**config.mk**
```make
export PLATFORM = sky130hd
export DESIGN_NAME = uart_rx_os_flat
export DESIGN_NICKNAME = d
export VERILOG_FILES = /design/src/rtl/uart_rx_os_if.sv /design/src/rtl/uart_rx_os.sv /design/src/flat_wrapper.sv
export SDC_FILE = /design/constraint.sdc
export NUM_CORES = 1
export LEC_CHECK = 0
export CAP_MARGIN = 20
export CORE_MARGIN = 5
export CORE_UTILIZATION = 40
export DETAILED_ROUTE_END_ITERATION = 10
export PLACE_DENSITY = 0.59
export SYNTH_ARGS = -nofsm -noshare
export SYNTH_HDL_FRONTEND = slang
export SYNTH_SLANG_ARGS = --single-unit
```
**constraint.sdc**
```tcl
create_clock -name clk -period 5.1 [get_ports clk]
set_clock_uncertainty 0.1 [all_clocks]
set_input_delay 1.02 -clock clk [delete_from_list [all_inputs] [get_ports clk]]
set_output_delay 1.02 -clock clk [all_outputs]
set_load 0.05 [all_outputs]
```
**src/rtl/uart_rx_os_if.sv**
```systemverilog
// Host-side receive handshake of uart_rx_os: received word, valid/ack pair and error flags.
interface uart_rx_os_if #(
    parameter int DATA_BITS = 8
);
    logic [DATA_BITS-1:0] rx_data;
    logic                 rx_valid;
    logic                 rx_ack;
    logic                 frame_err;
    logic                 parity_err;
    logic                 overrun_err;

    modport master (
        output rx_data,
        output rx_valid,
        output frame_err,
        output parity_err,
        output overrun_err,
        input  rx_ack
    );

    modport slave (
        input  rx_data,
        input  rx_valid,
        input  frame_err,
        input  parity_err,
        input  overrun_err,
        output rx_ack
    );
endinterface

```
**src/rtl/uart_rx_os.sv**
```systemverilog
// Oversampled UART receiver: synchronises rx, validates the start bit, samples mid-bit,
// checks parity/stop and hands the word to the host through a valid/ack handshake.
module uart_rx_os #(
    parameter int DATA_BITS  = 8,
    parameter int OVERSAMPLE = 16,
    parameter int PARITY     = 0
) (
    input  logic           clk,
    input  logic           rst,
    input  logic           tick,
    input  logic           rx,
    uart_rx_os_if.master   host,
    output logic           busy
);
    localparam int CNT_W = $clog2(OVERSAMPLE);
    localparam int BIT_W = $clog2(DATA_BITS + 1);
    localparam logic [CNT_W-1:0] HALF_M1  = CNT_W'(OVERSAMPLE / 2 - 1);
    localparam logic [CNT_W-1:0] FULL_M1  = CNT_W'(OVERSAMPLE - 1);
    localparam logic [BIT_W-1:0] BIT_LAST = BIT_W'(DATA_BITS - 1);

    typedef enum logic [2:0] {
        S_IDLE,
        S_START,
        S_DATA,
        S_PARITY,
        S_STOP
    } state_t;

    state_t               state_q;
    logic                 sync1_q;
    logic                 rx_s_q;
    logic                 rx_s_prev_q;
    logic [CNT_W-1:0]     tcnt_q;
    logic [BIT_W-1:0]     bcnt_q;
    logic [DATA_BITS-1:0] shift_q;
    logic                 commit_q;
    logic                 fe_pend_q;
    logic                 pe_pend_q;
    logic [DATA_BITS-1:0] data_q;
    logic                 valid_q;
    logic                 ferr_q;
    logic                 perr_q;
    logic                 oerr_q;
    logic                 busy_q;
    logic                 fall_d;

    function automatic logic parity_bad(input logic [DATA_BITS-1:0] word, input logic pbit);
        logic x;
        x = (^word) ^ pbit;
        case (PARITY)
            1:       return ~x;
            2:       return x;
            default: return 1'b0;
        endcase
    endfunction

    always_ff @(posedge clk) begin
        if (!rst) begin
            sync1_q     <= 1'b1;
            rx_s_q      <= 1'b1;
            rx_s_prev_q <= 1'b1;
        end else begin
            sync1_q     <= rx;
            rx_s_q      <= sync1_q;
            rx_s_prev_q <= rx_s_q;
        end
    end

    assign fall_d = rx_s_prev_q & ~rx_s_q;

    always_ff @(posedge clk) begin
        if (!rst) begin
            state_q   <= S_IDLE;
            tcnt_q    <= '0;
            bcnt_q    <= '0;
            shift_q   <= '0;
            commit_q  <= 1'b0;
            fe_pend_q <= 1'b0;
            pe_pend_q <= 1'b0;
            data_q    <= '0;
            valid_q   <= 1'b0;
            ferr_q    <= 1'b0;
            perr_q    <= 1'b0;
            oerr_q    <= 1'b0;
            busy_q    <= 1'b0;
        end else begin
            commit_q <= 1'b0;

            // Commit takes priority over a simultaneous ack so new data is never lost.
            if (commit_q) begin
                data_q  <= shift_q;
                valid_q <= 1'b1;
                ferr_q  <= fe_pend_q;
                perr_q  <= pe_pend_q;
                oerr_q  <= valid_q & ~host.rx_ack;
            end else if (valid_q && host.rx_ack) begin
                valid_q <= 1'b0;
            end

            case (state_q)
                S_IDLE: begin
                    if (fall_d) begin
                        state_q   <= S_START;
                        busy_q    <= 1'b1;
                        tcnt_q    <= '0;
                        pe_pend_q <= 1'b0;
                    end
                end
                S_START: begin
                    if (tick) begin
                        if (tcnt_q == HALF_M1) begin
                            if (rx_s_q) begin
                                state_q <= S_IDLE;
                                busy_q  <= 1'b0;
                            end else begin
                                state_q <= S_DATA;
                                tcnt_q  <= '0;
                                bcnt_q  <= '0;
                            end
                        end else begin
                            tcnt_q <= tcnt_q + 1'b1;
                        end
                    end
                end
                S_DATA: begin
                    if (tick) begin
                        if (tcnt_q == FULL_M1) begin
                            tcnt_q  <= '0;
                            shift_q <= {rx_s_q, shift_q[DATA_BITS-1:1]};
                            if (bcnt_q == BIT_LAST) begin
                                bcnt_q  <= '0;
                                state_q <= (PARITY != 0) ? S_PARITY : S_STOP;
                            end else begin
                                bcnt_q <= bcnt_q + 1'b1;
                            end
                        end else begin
                            tcnt_q <= tcnt_q + 1'b1;
                        end
                    end
                end
                S_PARITY: begin
                    if (tick) begin
                        if (tcnt_q == FULL_M1) begin
                            tcnt_q    <= '0;
                            pe_pend_q <= parity_bad(shift_q, rx_s_q);
                            state_q   <= S_STOP;
                        end else begin
                            tcnt_q <= tcnt_q + 1'b1;
                        end
                    end
                end
                S_STOP: begin
                    // Leaving at mid stop bit re-arms edge detection for back-to-back frames.
                    if (tick) begin
                        if (tcnt_q == FULL_M1) begin
                            tcnt_q    <= '0;
                            fe_pend_q <= ~rx_s_q;
                            commit_q  <= 1'b1;
                            state_q   <= S_IDLE;
                            busy_q    <= 1'b0;
                        end else begin
                            tcnt_q <= tcnt_q + 1'b1;
                        end
                    end
                end
                default: begin
                    state_q <= S_IDLE;
                    busy_q  <= 1'b0;
                end
            endcase
        end
    end

    assign host.rx_data     = data_q;
    assign host.rx_valid    = valid_q;
    assign host.frame_err   = ferr_q;
    assign host.parity_err  = perr_q;
    assign host.overrun_err = oerr_q;
    assign busy             = busy_q;
endmodule

```
**src/flat_wrapper.sv**
```systemverilog
// flat-port wrapper written by rule: the top's interface ports become plain ports
module uart_rx_os_flat 
#(
    parameter int DATA_BITS  = 8,
    parameter int OVERSAMPLE = 16,
    parameter int PARITY     = 0
)
  (clk, rst, tick, rx, busy, host_rx_data, host_rx_valid, host_frame_err, host_parity_err, host_overrun_err, host_rx_ack);
  uart_rx_os_if #(.DATA_BITS(DATA_BITS)) host_i ();
  input  logic clk;
  input  logic rst;
  input  logic tick;
  input  logic rx;
  output logic busy;
  output wire logic [$bits(host_i.rx_data)-1:0] host_rx_data;
  output wire logic [$bits(host_i.rx_valid)-1:0] host_rx_valid;
  output wire logic [$bits(host_i.frame_err)-1:0] host_frame_err;
  output wire logic [$bits(host_i.parity_err)-1:0] host_parity_err;
  output wire logic [$bits(host_i.overrun_err)-1:0] host_overrun_err;
  input wire logic [$bits(host_i.rx_ack)-1:0] host_rx_ack;
  assign host_rx_data = host_i.rx_data;
  assign host_rx_valid = host_i.rx_valid;
  assign host_frame_err = host_i.frame_err;
  assign host_parity_err = host_i.parity_err;
  assign host_overrun_err = host_i.overrun_err;
  assign host_i.rx_ack = host_rx_ack;
  uart_rx_os #(.DATA_BITS(DATA_BITS), .OVERSAMPLE(OVERSAMPLE), .PARITY(PARITY)) u_core (.clk(clk), .rst(rst), .tick(tick), .rx(rx), .host(host_i), .busy(busy));
endmodule
```
==> metrics <==
fin crit period 3.06 ns; chip height between 70 and 80 um; fillers 377; port bufs 16; Yosys warnings 0; P&R area growth vs syn 16.7%; TritonCTS clock tree yes; adder-cell share of the synthesized area 0.0156; drc violations 0; Gate power share 0.049; ANT nets after route 0; Post-synth EDFFs 0; post-CTS setup buffer count 0; slack of the worst reg-to-reg path approximately 3 ns; # IOs 18; num rows 23; WP data required just over 5 ns; Initial Util 0.408; synth top area cells dfxtp_1 (45%), mux2i_1 (13%), nor2_1 (6.5%); VDD IR max 0.174 mV; layout cells sized above 1 0.0909; CP delay by family, top buffers and inverters; Slew @ Worst Pin 0.726 ns; cell area after synthesis 0.00161 mm2; Internal 0.000438 W; HPWL after DPL ~2.1 mm; dpl ws approximately 1.7 ns; Hold EP u_core.rx_s_q; WP buf/inv 2; simple-gate share of the synthesized area 0.244; vias 1224; hold depth 1; crit-path max FO 27; worst setup margin between 2 and 2.5 ns; largest net degree at the start of global routing 28; clock network fraction of design power 0.435; Synth Flop Type dfxtp_1; # H-tree levels 2; GP Congestion 0.815; FF-to-FF Start u_core.state_q[0]; Max transition margin 0.513; CTS Root Cell clkbuf_8; Pwr per Cell Area 295 mW/mm2; startpoint type of the worst setup path input port; sequential share of power 0.516; Worst Path Arrival 3.14 ns; Avg Synthesized Cell Area 9.30 um2; vias in the first global route around 1100; Pre-antenna DRT Iters 4; DR iter-0 viols 33; Final setup viols 0; Worst Hold Class reg2reg; register area between 700 and 800 um2; Multi-input gate area 823 um2; reg2reg path depth 5; largest family of logic cells by synthesized area simple AND/OR/NAND/NOR gates; complex-gate fraction of the synthesized area 0.101; leading cell type in the layout, fill and taps excluded dfxtp_1; routed wire length 2.96 mm; critical path endpoint category flip-flop; XOR/XNOR share of the synthesized area 0.0109; first-pass GRT wire length 4.94 mm; static leakage 0.634 nW; Via density between 5 and 6; initial antenna violation count 0; HP Start u_core.sync1_q; area of the core between 0.003 and 0.004 mm2; sw frac 0.209; setup repair after global routing missed its margin false; RR Endpoint u_core.bcnt_q[1]; Sum Neg Setup Slack 0 ns; die area 0.00539 mm2; Nets 193; mux share of post-synthesis cell area 0.138; Clock transition at path regs ~0.070 ns; outcome finished, final reports clean; Inserted Diodes 0; syn_nets 180; CTS Buf Count 5; CTS Hold Bufs 0; WL per Instance roughly 13 um; Final Hold Fails 0; clk_lat worst skew 0.28 ns; Yosys top cell area share 0.448; Post-Synthesis Cells 173; Crit-path slowest cell clkdlybuf4s50_1; All-Layer GR Usage 0.117; Net Sw Power ~0.00012 W; synth unique cells 43; Tcrit/Tclk final 0.600; Synth area leader dfxtp_1; Seq/Total Area, Yosys 0.448; crit path cell chain clkdlybuf4s50_1 -> clkinv_1 -> o41ai_1; fmax 327 MHz; asr flop ratio synth 0; gr ovfl total 0; Max-Cap Viols 0; critical setup path kind in2reg; CP peak stage delay 0.83 ns; Slew Viols, Final 0; TritonCTS Sinks 36; #FFs+latches synth 36; die width around 73 um; Post-CTS Resized 0; Clock Tree Buf Depth 2; commonest cells after routing, fill and taps aside dfxtp_1 (36), nor2_1 (28), mux2i_1 (21), clkdlybuf4s50_1 (16), nand2_1 (14)
layout make-up:
cell class              instances  share of cell area
repair buffers                 16              0.0853
well taps                      50              0.0333
clock buffers                   6              0.0386
clock inverters                 2              0.0187
multi-input cells             126               0.438
inverters                       1             0.00200
flip-flops and latches         36               0.384
worst max path at each step:
stage / startpoint / to / slack [ns] / cells after the start
3_3_place_gp: rst / u_core.tcnt_q[3] / 1.76 / 3
5_1_grt: rst / u_core.tcnt_q[3] / 1.80 / 3
4_1_cts: rst / u_core.tcnt_q[3] / 1.97 / 3
3_5_place_dp: rst / u_core.tcnt_q[3] / 1.71 / 3
2_1_floorplan: tick / u_core.tcnt_q[3] / 2.92 / 4
6_report: rst / u_core.tcnt_q[3] / 2.04 / 3
cell usage after synthesis (all sizes together), types with 2 or more instances:
master	number
a211oi	2
nand3	5
buf	6
nor3b	2
o22ai	4
nand3b	4
nand2b	5
dfxtp	36
nand2	14
clkbuf	4
ha	2
xnor2	2
o21ai	4
and3b	2
a21oi	5
nor2b	2
nor3	3
nor2	30
mux2i	21
nand4b	2
through the flow:
step	cells	hold slack (ns)	power (W)	cell area, um2	utilization
floorplan	173	0.286	0.000313	1610	-
CTS	237	0.339	0.000561	1880	0.476
global route	237	0.367	0.000577	1880	0.476
global placement	229	0.301	0.000319	1770	0.449
detailed placement	229	0.309	0.000319	1770	0.449
finish	237	0.337	0.000554	1880	0.476
power by group through the flow:
stage          combinational, W  clock, W  sequential (W)
2_1_floorplan         0.0000205         0        0.000292
3_3_place_gp          0.0000268         0        0.000292
3_5_place_dp          0.0000271         0        0.000292
4_1_cts               0.0000274  0.000248        0.000286
5_1_grt               0.0000297  0.000261        0.000286
6_report              0.0000270  0.000241        0.000286
sequential cells by signal (all words and copies together), names as in the netlist:
register	cells
u_core.tcnt_q	4
u_core.sync1_q	1
u_core.host.overrun_err	1
u_core.fe_pend_q	1
u_core.rx_s_q	1
u_core.state_q	3
u_core.host.frame_err	1
u_core.host.rx_valid	1
u_core.bcnt_q	4
u_core.rx_s_prev_q	1
u_core.shift_q	8
u_core.busy	1
u_core.host.rx_data	8
u_core.commit_q	1
cell families (layout without fill, tap and decap cells):
| kind of cell | after synthesis | count (layout) |
|---|---|---|
| and+or+nand+nor | 76 | 76 |
| DFF | 36 | 36 |
| AOI/OAI and AO/OA | 23 | 23 |
| muxes | 22 | 22 |
| buffers and inverters | 11 | 25 |
| adders and majority gates | 2 | 2 |
| xor gates and xnor gates | 2 | 2 |
| other | 1 | 1 |
per-layer routing:
metal	track usage	wire length [um]
met1	0.145	1390
met2	0.184	1360
met3	0.0438	165
met4	0.0483	46
met5	0	0
Power figures use the tool's default switching activity.
